==> config.mk <==
export PLATFORM = sky130hd
export DESIGN_NAME = instr_loader
export DESIGN_NICKNAME = d
export VERILOG_FILES = /design/src/rtl/instr_loader.sv
export SDC_FILE = /design/constraint.sdc
export NUM_CORES = 1
export LEC_CHECK = 0
export CORE_UTILIZATION = 35
export CTS_BUF_LIST = sky130_fd_sc_hd__clkbuf_4 sky130_fd_sc_hd__clkbuf_8
export CTS_CLUSTER_DIAMETER = 40
export DETAILED_ROUTE_END_ITERATION = 16
export RECOVER_POWER = 50
export SLEW_MARGIN = 25
export SYNTH_ARGS = -nofsm -noshare
export SYNTH_HDL_FRONTEND = slang
export SYNTH_SLANG_ARGS = --single-unit
==> constraint.sdc <==
create_clock -name clk -period 4.1 [get_ports clk]
set_input_delay 0.41 -clock clk [delete_from_list [all_inputs] [get_ports clk]]
set_output_delay 0.41 -clock clk [all_outputs]
set_load 0.02 [all_outputs]
==> src/rtl/instr_loader.sv <==
// Boot loader: packs a framed byte stream into 32-bit words, writes them to instruction memory, then releases core reset.
// Optional trailing XOR checksum byte enabled by defining INSTR_LOADER_CHECKSUM_EN.
module instr_loader #(
    parameter int unsigned ADDR_W    = 8,
    parameter int unsigned BASE_ADDR = 0
) (
    input  logic              clk,
    input  logic              rst,
    input  logic              start,
    input  logic [7:0]        byte_in,
    input  logic              byte_valid,
    output logic              byte_ready,
    output logic              mem_we_re,
    output logic              mem_request,
    output logic [3:0]        mem_mask,
    output logic [ADDR_W-1:0] mem_address,
    output logic [31:0]       mem_data_out,
    input  logic              mem_valid,
    output logic              core_rst,
    output logic              busy,
    output logic              done,
    output logic              error
);

    localparam int unsigned CNT_W = 9;
    localparam logic [ADDR_W-1:0] BASE = ADDR_W'(BASE_ADDR);

    typedef enum logic [2:0] {
        S_IDLE, S_COUNT, S_BYTES, S_WRITE, S_CSUM, S_FINISH
    } state_t;

    state_t            state_q, state_d;
    logic [CNT_W-1:0]  cnt_q, cnt_d;
    logic [1:0]        bcnt_q, bcnt_d;
    logic [ADDR_W-1:0] addr_q, addr_d;
    logic [31:0]       data_q, data_d;
    logic              byte_ready_q, byte_ready_d;
    logic              req_q, req_d;
    logic [3:0]        mask_q, mask_d;
    logic              core_rst_q, core_rst_d;
    logic              busy_q, busy_d;
    logic              done_q, done_d;
    logic              error_q, error_d;
`ifdef INSTR_LOADER_CHECKSUM_EN
    logic [7:0]        csum_q, csum_d;
`endif
    logic              accept;

    assign accept       = byte_valid && byte_ready_q;
    assign byte_ready   = byte_ready_q;
    assign mem_request  = req_q;
    assign mem_we_re    = req_q;
    assign mem_mask     = mask_q;
    assign mem_address  = addr_q;
    assign mem_data_out = data_q;
    assign core_rst     = core_rst_q;
    assign busy         = busy_q;
    assign done         = done_q;
    assign error        = error_q;

    // Next state plus datapath; outputs are registered from the next state
    always_comb begin
        state_d    = state_q;
        cnt_d      = cnt_q;
        bcnt_d     = bcnt_q;
        addr_d     = addr_q;
        data_d     = data_q;
        core_rst_d = core_rst_q;
        error_d    = error_q;
`ifdef INSTR_LOADER_CHECKSUM_EN
        csum_d     = csum_q;
`endif
        case (state_q)
            S_IDLE: begin
                if (start) begin
                    state_d    = S_COUNT;
                    core_rst_d = 1'b1;
                    error_d    = 1'b0;
                    addr_d     = BASE;
`ifdef INSTR_LOADER_CHECKSUM_EN
                    csum_d     = 8'd0;
`endif
                end
            end
            S_COUNT: begin
                if (accept) begin
                    cnt_d   = (byte_in == 8'd0) ? CNT_W'(256) : CNT_W'(byte_in);
                    bcnt_d  = 2'd0;
                    state_d = S_BYTES;
                end
            end
            S_BYTES: begin
                if (accept) begin
                    data_d = {byte_in, data_q[31:8]};
                    bcnt_d = bcnt_q + 2'd1;
`ifdef INSTR_LOADER_CHECKSUM_EN
                    csum_d = csum_q ^ byte_in;
`endif
                    if (bcnt_q == 2'd3) begin
                        state_d = S_WRITE;
                    end
                end
            end
            S_WRITE: begin
                if (mem_valid) begin
                    addr_d = addr_q + ADDR_W'(1);
                    cnt_d  = cnt_q - CNT_W'(1);
                    if (cnt_q == CNT_W'(1)) begin
`ifdef INSTR_LOADER_CHECKSUM_EN
                        state_d = S_CSUM;
`else
                        state_d = S_FINISH;
`endif
                    end else begin
                        state_d = S_BYTES;
                    end
                end
            end
`ifdef INSTR_LOADER_CHECKSUM_EN
            S_CSUM: begin
                if (accept) begin
                    if (byte_in == csum_q) begin
                        state_d = S_FINISH;
                    end else begin
                        error_d = 1'b1;
                        state_d = S_IDLE;
                    end
                end
            end
`endif
            S_FINISH: state_d = S_IDLE;
            default:  state_d = S_IDLE;
        endcase

        byte_ready_d = (state_d == S_COUNT) || (state_d == S_BYTES) || (state_d == S_CSUM);
        req_d        = (state_d == S_WRITE);
        mask_d       = req_d ? 4'b1111 : 4'b0000;
        busy_d       = byte_ready_d || req_d;
        done_d       = (state_d == S_FINISH);
        if (done_d) begin
            core_rst_d = 1'b0;
        end
    end

    always_ff @(posedge clk) begin
        if (rst) begin
            state_q      <= S_IDLE;
            cnt_q        <= '0;
            bcnt_q       <= '0;
            addr_q       <= BASE;
            data_q       <= '0;
            byte_ready_q <= 1'b0;
            req_q        <= 1'b0;
            mask_q       <= 4'b0000;
            core_rst_q   <= 1'b1;
            busy_q       <= 1'b0;
            done_q       <= 1'b0;
            error_q      <= 1'b0;
`ifdef INSTR_LOADER_CHECKSUM_EN
            csum_q       <= '0;
`endif
        end else begin
            state_q      <= state_d;
            cnt_q        <= cnt_d;
            bcnt_q       <= bcnt_d;
            addr_q       <= addr_d;
            data_q       <= data_d;
            byte_ready_q <= byte_ready_d;
            req_q        <= req_d;
            mask_q       <= mask_d;
            core_rst_q   <= core_rst_d;
            busy_q       <= busy_d;
            done_q       <= done_d;
            error_q      <= error_d;
`ifdef INSTR_LOADER_CHECKSUM_EN
            csum_q       <= csum_d;
`endif
        end
    end

endmodule

[Yosys cells after proc, flatten, opt, wreduce, memory -nomap -nowiden]
Index checks and enable logic that the tools add are counted.
Operators by class
  equal/unequal tests: 14
  add/sub/neg operators: 3
  reduce and logical (&&, ||, !) cells: 16
  muxes and demuxes: 21
Operators by type and width (number)
  9-bit two-way mux: 3
  3-bit two-way mux: 6
  9-bit one-hot mux with 2 select lines: 1
  8-bit two-way mux: 2
  8-bit one-hot mux with 2 select lines: 1
  3-bit by 2-bit == test with 1-bit output (second input constant): 4
  3-bit one-hot mux with 4 select lines: 1
  2-bit nonzero test: 5
  9-bit by 1-bit == test with 1-bit output (second input constant): 1
  3-bit AND reduction: 3
  9-bit by 1-bit subtractor with 9-bit output (second input constant): 1
  8-bit by 1-bit adder with 8-bit output (second input constant): 1
  8-bit logical NOT: 1
  2-bit != test (second input constant): 4
  3-bit by 1-bit == test with 1-bit output (second input constant): 2
  3-bit == test (second input constant): 2
  2-bit two-way mux: 2
  4-bit two-way mux: 1
  2-bit one-hot mux with 2 select lines: 1
  2-bit AND reduction: 2
  3-bit logical NOT: 1
  1-bit logical OR: 3
  1-bit two-way mux: 3
  2-bit by 1-bit adder with 2-bit output (second input constant): 1
  other kinds (2): 2
Storage, ports and cells
  word-level logic and storage cells: 65
  input bits: 13
  bits in registers: 63
  output and inout bits: 51

[Logic depth before layout (Yosys ltp)]
Gate-level depths: netlist (run 1).
  depth after elaboration: 8
  mapped depth: 7
  gate-level depth less buffers: 7

[Worst setup path after synthesis (run 1)]
No wires, ideal clock.
  kind: reg-to-reg
  start point: register cnt_q[0]
  end point: register cnt_q[6]
  slack: 2.581 ns
  buffers on the path: 0
  required time: 4.014 ns
  library setup time: 0.086 ns
  cell stages (with the launch flop): 8
  clock period less this slack: 1.519 ns
  data arrival time: 1.433 ns
  path through: dfxtp_1 inv_1 ha_1 nor3b_1 nand2_1 a21oi_1 nor2_1 a211oi_1
On the way
  word-level cells in the longest chain between the ends: 3
Ends and longest elaborated chain
  start, declared: line 33  | logic [CNT_W-1:0] cnt_q, cnt_d;
  start signal, assigned: line 164  | cnt_q <= cnt_d;
  9-bit by 1-bit subtractor with 9-bit output: line 107  | cnt_d = cnt_q - CNT_W'(1);
  9-bit two-way mux: line 105  | if (mem_valid) begin
  9-bit one-hot mux with 2 select lines: line 73  | case (state_q)
No other way between the ends. The select of a mux whose other input is x is not followed.
A chain may end at the register's enable or synchronous reset.

==> flow_summary_export.csv, run 1 <==
group,metric,value,unit
worst_setup_path,required_time_worst_endpoint,4320,ps
power_and_ir_drop,peakVddDrop,0.123,mV
floorplanning,x_dimension_of_the_die,88,um
clock_network,clk_root_buffer_cell,"sky130_fd_sc_hd__clkbuf_8",
synthesis,number_of_enable_flip_flop_cells_after_synthesis,0,
power_and_ir_drop,pwr_cell_area,373,mW/mm^2
layout,multiInputGateArea,0.00124,sq mm
timing,rsz0062_at_grt,"no",
worst_setup_path,cp.arrival,2660,ps
layout,diodes,0,
synthesis,ys_seq_elements,59,
timing,fin_crit_sh,0.596,
clock_network,clock_sinks,59,
worst_setup_path,path_cells,"clkbuf_1, nor2_1, nand2b_1, a41oi_1, and2_0",
placement,place.port_buffers,62,
synthesis,post_synth_instance_area,0.00259,sq mm
layout,fill_cells,717,
global_routing,grt_max_degree,51,
timing,worst_pin_slew,2230,ps
clock_network,worst_setup_hold_path_clk_slew,70,ps
synthesis,dominantRegCellSynth,"sky130_fd_sc_hd__dfxtp_1",
worst_hold_path,worstHoldPathCells,2,
timing,fmaxAchievable,0.409,GHz
worst_setup_path,timing.rr.start,"state_q[1]",
timing,timing.final.hold_violations,0,
layout,nets,382,
clock_network,cts_tree,"built",
floorplanning,core_footprint,0.00698,sq mm
worst_setup_path,cp-start-kind,"input port",
floorplanning,floorplan.die.height,88,um
placement,place_congestion,0.818,
drt,wl_per_cell,12.1,um
drt,drt_wl_total,5640,um
synthesis,average_instance_area_after_synthesis,8.24,sq um
layout,seq_area,0.00118,sq mm
timing,timing.max_slew.rel_slack,-0.489,
worst_setup_path,worst_setup_path_startpoint,"rst",
clock_network,clkLatencyLatePin,330,ps
timing,fin_hold_ws,449,ps
drt,detail-route-antenna-nets,0,
worst_hold_path,hp-class,"flip-flop to flip-flop",
layout,most_frequent_cells_in_the_layout,"sky130_fd_sc_hd__nand2_1, sky130_fd_sc_hd__dfxtp_1, sky130_fd_sc_hd__a21oi_1, sky130_fd_sc_hd__dlygate4sd3_1",
layout,non_filler_instances,465,
worst_setup_path,timing.reg2reg.worst_path_depth,5,
timing,timing_max_transition_violations_final,51,
synthesis,yosysWarningCount,0,
timing,fin_worst_skew,8.52,ps
drt,first_pass_iters,4,
clock_network,cts_made_buffers,9,
worst_setup_path,top_delay_family_on_crit_path,"buffers and inverters",
placement,placed_cells,450,
worst_setup_path,worst_path_largest_cell_delay,1560,ps
global_routing,global_route_wire_length_before_repair,9430,um
floorplanning,placement_rows,30,
worst_setup_path,timing.critical_path.depth,5,
power_and_ir_drop,leakagePower,1.29,nW
placement,area_after_detailed_placement,0.00319,sq mm
global_routing,grt_pass1_vias,2105,
drt,detail_route.vias_per_cell,4.95,
clock_network,setup_fix_buffers_added_after_clock_tree_synthesis,0,
power_and_ir_drop,fin_total_pwr,0.00127,W
clock_network,post_cts_hold_buffer_count,0,
layout,area_growth,31.9,%
layout,drive_gt1_frac,0.0759,
clock_network,ctsResizeCount,0,
drt,vias,2303,
worst_setup_path,worst-path-max-fanout,50,
flow_run,max_cap_violations,1,
clock_network,cts-root-to-sink-buffers,2,
worst_setup_path,regToRegEndpoint,"cnt_q[3]",
drt,initialDrtViolationCount,97,
placement,detailed_place_hpwl,3790,um
status,violations_in_the_final_reports,"max-capacitance violations, max-slew violations",
timing,shortest_period_the_worst_path_allows,2440,ps
status,run_status,"complete, but fails checks",
worst_setup_path,criticalPathCategory,"input port to flip-flop",
synthesis,synth.net_count,331,
floorplanning,ios,64,
drt,drc,0,
worst_setup_path,path_buf_inv,1,
synthesis,synth_cells,314,
timing,setup-tns-final,0,ps
worst_setup_path,setup.worst_path.end_class,"flip-flop",
worst_setup_path,critical-path-slowest-cell,"sky130_fd_sc_hd__clkbuf_1",
floorplanning,die_area,0.00774,sq mm
layout,finish.instance_area,0.00341,sq mm
global_routing,globalRoute.totalOverflow,0,
clock_network,cts.htree.levels,3,
synthesis,synth.yosys.seq_area_share,0.456,
synthesis,ffs_w_async_s_r_synth,0,
global_routing,antenna_found_initial,0,
global_routing,globalRouteTotalUtil,0.158,
timing,finalSetupViolCount,0,
floorplanning,start_util,0.371,
worst_setup_path,regToRegSetupSlack,1940,ps
layout,mostFrequentLayoutCell,"sky130_fd_sc_hd__nand2_1",
synthesis,yosysUniqueCellTypes,52,
worst_setup_path,worst_setup_path_endpoint,"mem_mask[2]",
[registers in the layout, summed over array words and instances (netlist names)]
register and cells:
mem_data_out 32, cnt_q 9, mem_address 8, state_q 3
bcnt_q 2, busy 1, byte_ready 1, core_rst 1
done 1, mem_mask 1
[routing by layer]
layer  vias to the layer above  global-route usage  wire, um
met5                         -                   0         0
met4                         0              0.0939       145
met2                        63               0.248      2540
met3                        17              0.0368       245
met1                      1046               0.197      2710
li1                       1177                   -         -
[power breakdown]
group / switching (W) / leakage (nW) / internal [W]
clock network: 0.000226 / 0.115 / 0.000372
registers: 0.0000103 / 0.476 / 0.000580
logic: 0.0000493 / 0.698 / 0.0000378
total: 0.000285 / 1.29 / 0.000990
[tightest hold or removal path, stage by stage, from the launching register on]
cell                      delay (ps)
sky130_fd_sc_hd__dfxtp_1         310
sky130_fd_sc_hd__nand2_1          50
sky130_fd_sc_hd__a21oi_1          50
[synthesized netlist by cell type (2+ instances only)]
| cell | number | share of area |
|---|---|---|
| sky130_fd_sc_hd__a21oi_1 | 42 | 0.081 |
| sky130_fd_sc_hd__buf_2 | 5 | 0.0097 |
| sky130_fd_sc_hd__ha_1 | 4 | 0.019 |
| sky130_fd_sc_hd__buf_6 | 3 | 0.013 |
| sky130_fd_sc_hd__nand3_1 | 4 | 0.0077 |
| sky130_fd_sc_hd__nand4_1 | 6 | 0.015 |
| sky130_fd_sc_hd__mux2i_1 | 2 | 0.0077 |
| sky130_fd_sc_hd__and3_1 | 4 | 0.0097 |
| sky130_fd_sc_hd__nand2b_1 | 3 | 0.0073 |
| sky130_fd_sc_hd__clkbuf_1 | 8 | 0.012 |
| sky130_fd_sc_hd__nand3b_1 | 2 | 0.0058 |
| sky130_fd_sc_hd__nand2_1 | 79 | 0.11 |
| sky130_fd_sc_hd__xor2_1 | 7 | 0.024 |
| sky130_fd_sc_hd__inv_1 | 4 | 0.0058 |
| sky130_fd_sc_hd__buf_4 | 7 | 0.020 |
| sky130_fd_sc_hd__dfxtp_1 | 59 | 0.46 |
| sky130_fd_sc_hd__nor2b_1 | 2 | 0.0048 |
| sky130_fd_sc_hd__a22oi_1 | 3 | 0.0087 |
| sky130_fd_sc_hd__nor4_1 | 2 | 0.0048 |
| sky130_fd_sc_hd__nor2_1 | 25 | 0.036 |
| sky130_fd_sc_hd__a31oi_1 | 2 | 0.0048 |
| sky130_fd_sc_hd__nor3_1 | 2 | 0.0039 |
| sky130_fd_sc_hd__and3b_1 | 3 | 0.010 |
| sky130_fd_sc_hd__o21ai_0 | 7 | 0.014 |
| sky130_fd_sc_hd__a211oi_1 | 2 | 0.0058 |
[per-stage QoR]
| stage | setup WS [ps] | utilization |
|---|---|---|
| finish | 1660 | 0.489 |
| global route | 1310 | 0.489 |
| CTS | 1940 | 0.489 |
| detailed placement | 1800 | 0.457 |
| global placement | 1850 | 0.457 |
| floorplan | 2580 | - |
[cells by family (layout without fill, tap and decap cells)]
group                    Yosys count  after routing  synth area share
adder cells (fa/ha/maj)            4              4            0.0193
other                              1              1           0.00145
XOR/XNOR                           7              7            0.0237
flip-flops                        59             59             0.456
multiplexers                       2              2           0.00773
AND/OR/NAND/NOR                  140            140             0.252
buffers and inverters             28             83            0.0638
AO/OA/AOI/OAI                     73             73             0.176
[final cells by class]
class                           count  area share
Clock inverter                      4      0.0216
Tap cell                           96      0.0352
Timing Repair Buffer               64       0.184
Multi-Input combinational cell    227       0.364
Sequential cell                    59       0.346
Inverter                            4     0.00440
Clock buffer                       11      0.0443
[worst min-delay path by stage]
stage                     from              end  slack [ps]
5_1_grt        mem_data_out[3]  mem_data_out[3]         470
6_report       mem_data_out[1]  mem_data_out[1]         450
3_5_place_dp   mem_data_out[2]  mem_data_out[2]         450
2_1_floorplan         cnt_q[8]         cnt_q[8]         440
3_3_place_gp   mem_data_out[1]  mem_data_out[1]         440
4_1_cts        mem_data_out[2]  mem_data_out[2]         460
No activity file was read; power rests on OpenSTA's default activity.
==> run 2, diff against run 1 <==
==> constraint.sdc (replaced) <==
create_clock -name clk -period 2.5 [get_ports clk]
set_input_delay 0.25 -clock clk [delete_from_list [all_inputs] [get_ports clk]]
set_output_delay 0.25 -clock clk [all_outputs]
set_load 0.02 [all_outputs]
==> flow_summary_export.csv, run 2 (synthesis gave the netlist of run 1 again) <==
group,metric,value,unit
timing,timing.final.hold_violations,0,
timing,fin_hold_ws,205,ps
clock_network,clock_sinks,59,
status,run_status,"finished clean",
timing,fmaxAchievable,0.525,GHz
timing,fin_worst_skew,8.31,ps
timing,worst_pin_slew,629,ps
global_routing,globalRoute.totalOverflow,0,
floorplanning,die_area,0.00774,sq mm
global_routing,antenna_found_initial,0,
global_routing,global_route_wire_length_before_repair,9560,um
drt,initialDrtViolationCount,117,
worst_setup_path,criticalPathCategory,"flip-flop to flip-flop",
timing,finalSetupViolCount,0,
worst_setup_path,path_buf_inv,1,
timing,rsz0062_at_grt,"no",
clock_network,clk_root_buffer_cell,"sky130_fd_sc_hd__clkbuf_8",
timing,timing.max_slew.rel_slack,0.581,
timing,fin_crit_sh,0.762,
power_and_ir_drop,fin_total_pwr,0.00208,W
placement,placed_cells,453,
global_routing,gr-usage-met1,0.226,
layout,mostFrequentLayoutCell,"sky130_fd_sc_hd__nand2_1",
layout,area_growth,32.6,%
timing,timing_max_transition_violations_final,0,
worst_setup_path,critical-path-slowest-cell,"sky130_fd_sc_hd__dfxtp_1",
worst_hold_path,worstHoldPathCells,2,
clock_network,clkLatencyLatePin,330,ps
power_and_ir_drop,pwr_cell_area,607,mW/mm^2
clock_network,cts_made_buffers,9,
drt,drc,0,
drt,wl_per_cell,12.5,um
global_routing,grt_use_met2,0.240,
global_routing,grt_pass1_vias,1986,
placement,place.port_buffers,62,
flow_run,max_cap_violations,0,
placement,place_congestion,0.774,
drt,first_pass_iters,4,
drt,drt_wl_total,5860,um
clock_network,cts.htree.levels,3,
worst_setup_path,required_time_worst_endpoint,2720,ps
worst_setup_path,top_delay_family_on_crit_path,"flip-flops",
worst_setup_path,setup.worst_path.end_class,"flip-flop",
drt,detail_route.vias_per_cell,4.90,
worst_hold_path,hold_path.startpoint,"rst",
clock_network,post_cts_hold_buffer_count,0,
worst_hold_path,hp-class,"input port to flip-flop",
clock_network,ctsResizeCount,0,
worst_setup_path,timing.rr.start,"state_q[1]",
clock_network,setup_fix_buffers_added_after_clock_tree_synthesis,0,
worst_setup_path,regToRegSetupSlack,590,ps
global_routing,gr-max-usage-layer,"met2",
placement,detailed_place_hpwl,4030,um
floorplanning,x_dimension_of_the_die,88,um
worst_setup_path,cp.arrival,2130,ps
layout,nets,385,
worst_setup_path,regToRegEndpoint,"busy",
drt,vias,2300,
layout,non_filler_instances,469,
floorplanning,floorplan.die.height,88,um
layout,diodes,0,
timing,setup-tns-final,0,ps
worst_setup_path,timing.reg2reg.worst_path_depth,5,
drt,detail-route-antenna-nets,0,
power_and_ir_drop,leakagePower,1.29,nW
worst_setup_path,path_cells,"and3b_1, clkbuf_1, and3_1, nor2_1, o21a_1",
global_routing,globalRouteTotalUtil,0.163,
timing,shortest_period_the_worst_path_allows,1910,ps
floorplanning,start_util,0.371,
worst_setup_path,worst_path_largest_cell_delay,610,ps
floorplanning,ios,64,
clock_network,cts_tree,"built",
layout,drive_gt1_frac,0.0831,
worst_setup_path,worst-path-max-fanout,15,
clock_network,cts-root-to-sink-buffers,2,
worst_hold_path,min_to,"mem_address[1]",
global_routing,grt_util_met3,0.0349,
global_routing,grt_max_degree,44,
floorplanning,placement_rows,30,
layout,largest_register_ff_count,32,
layout,most_frequent_cells_in_the_layout,"sky130_fd_sc_hd__nand2_1, sky130_fd_sc_hd__dfxtp_1, sky130_fd_sc_hd__a21oi_1, sky130_fd_sc_hd__dlygate4sd3_1, sky130_fd_sc_hd__clkdlybuf4s50_1",
clock_network,worst_setup_hold_path_clk_slew,70,ps
power_and_ir_drop,peakVddDrop,0.338,mV
worst_setup_path,cp-start-kind,"flip-flop",
floorplanning,core_footprint,0.00698,sq mm
-- run 2: cell count changes in the layout (fill, tap and decap cells not counted) --
| cell | previous run | this run |
|---|---|---|
| sky130_fd_sc_hd__buf_4 | 2 | 3 |
| sky130_fd_sc_hd__clkbuf_2 | 0 | 1 |
| sky130_fd_sc_hd__and4_1 | 0 | 1 |
| sky130_fd_sc_hd__and4_2 | 1 | 0 |
| sky130_fd_sc_hd__clkdlybuf4s50_1 | 25 | 28 |
| sky130_fd_sc_hd__buf_2 | 0 | 1 |
| sky130_fd_sc_hd__clkbuf_8 | 11 | 10 |
| sky130_fd_sc_hd__clkinvlp_4 | 0 | 2 |
| sky130_fd_sc_hd__dlygate4sd3_1 | 36 | 33 |
-- run 2: worst max-delay path by stage --
stage	start	to	slack [ps]	cells past startpoint
6_report	state_q[1]	busy	590	5
3_5_place_dp	start	mem_address[6]	680	6
2_1_floorplan	cnt_q[0]	cnt_q[6]	980	7
3_3_place_gp	byte_valid	cnt_q[0]	690	6
5_1_grt	state_q[1]	busy	440	5
4_1_cts	state_q[1]	cnt_q[3]	690	5
-- run 2: per-layer routing --
layer,part of all wire,wire [um]
met1,0.48,2840
met2,0.45,2660
met3,0.043,253
met4,0.020,115
met5,0,0
-- run 2: per-stage QoR --
stage | instance area [sq um] | util | setup WS [ps]
after floorplan | 2590 | - | 981
after global placement | 3210 | 0.460 | 690
after detailed placement | 3210 | 0.460 | 676
after CTS | 3440 | 0.492 | 692
after global routing | 3430 | 0.492 | 440
final | 3430 | 0.492 | 594
-- run 2: cell type report --
type / instances / area, sq um
Clock buffer: 10 / 138
Clock inverter: 6 / 88.8
Fill cell: 702 / 3550
Inverter: 4 / 15.0
Multi-Input combinational cell: 227 / 1240
Sequential cell: 59 / 1180
Tap cell: 96 / 120
Timing Repair Buffer: 67 / 647
-- run 2: worst register-to-register path, stage by stage, from the launching register on --
cell	delay [ps]
sky130_fd_sc_hd__dfxtp_1	610
sky130_fd_sc_hd__and3b_1	240
sky130_fd_sc_hd__clkbuf_1	430
sky130_fd_sc_hd__and3_1	280
sky130_fd_sc_hd__nor2_1	60
sky130_fd_sc_hd__o21a_1	180
-- run 2: where the power goes --
group | internal [W] | total (W) | leakage [nW] | switching [W]
Clock | 0.000588 | 0.000970 | 0.108 | 0.000383
Sequential | 0.000951 | 0.000968 | 0.476 | 0.0000172
Combinational | 0.0000633 | 0.000144 | 0.701 | 0.0000809
Total | 0.00160 | 0.00208 | 1.29 | 0.000481
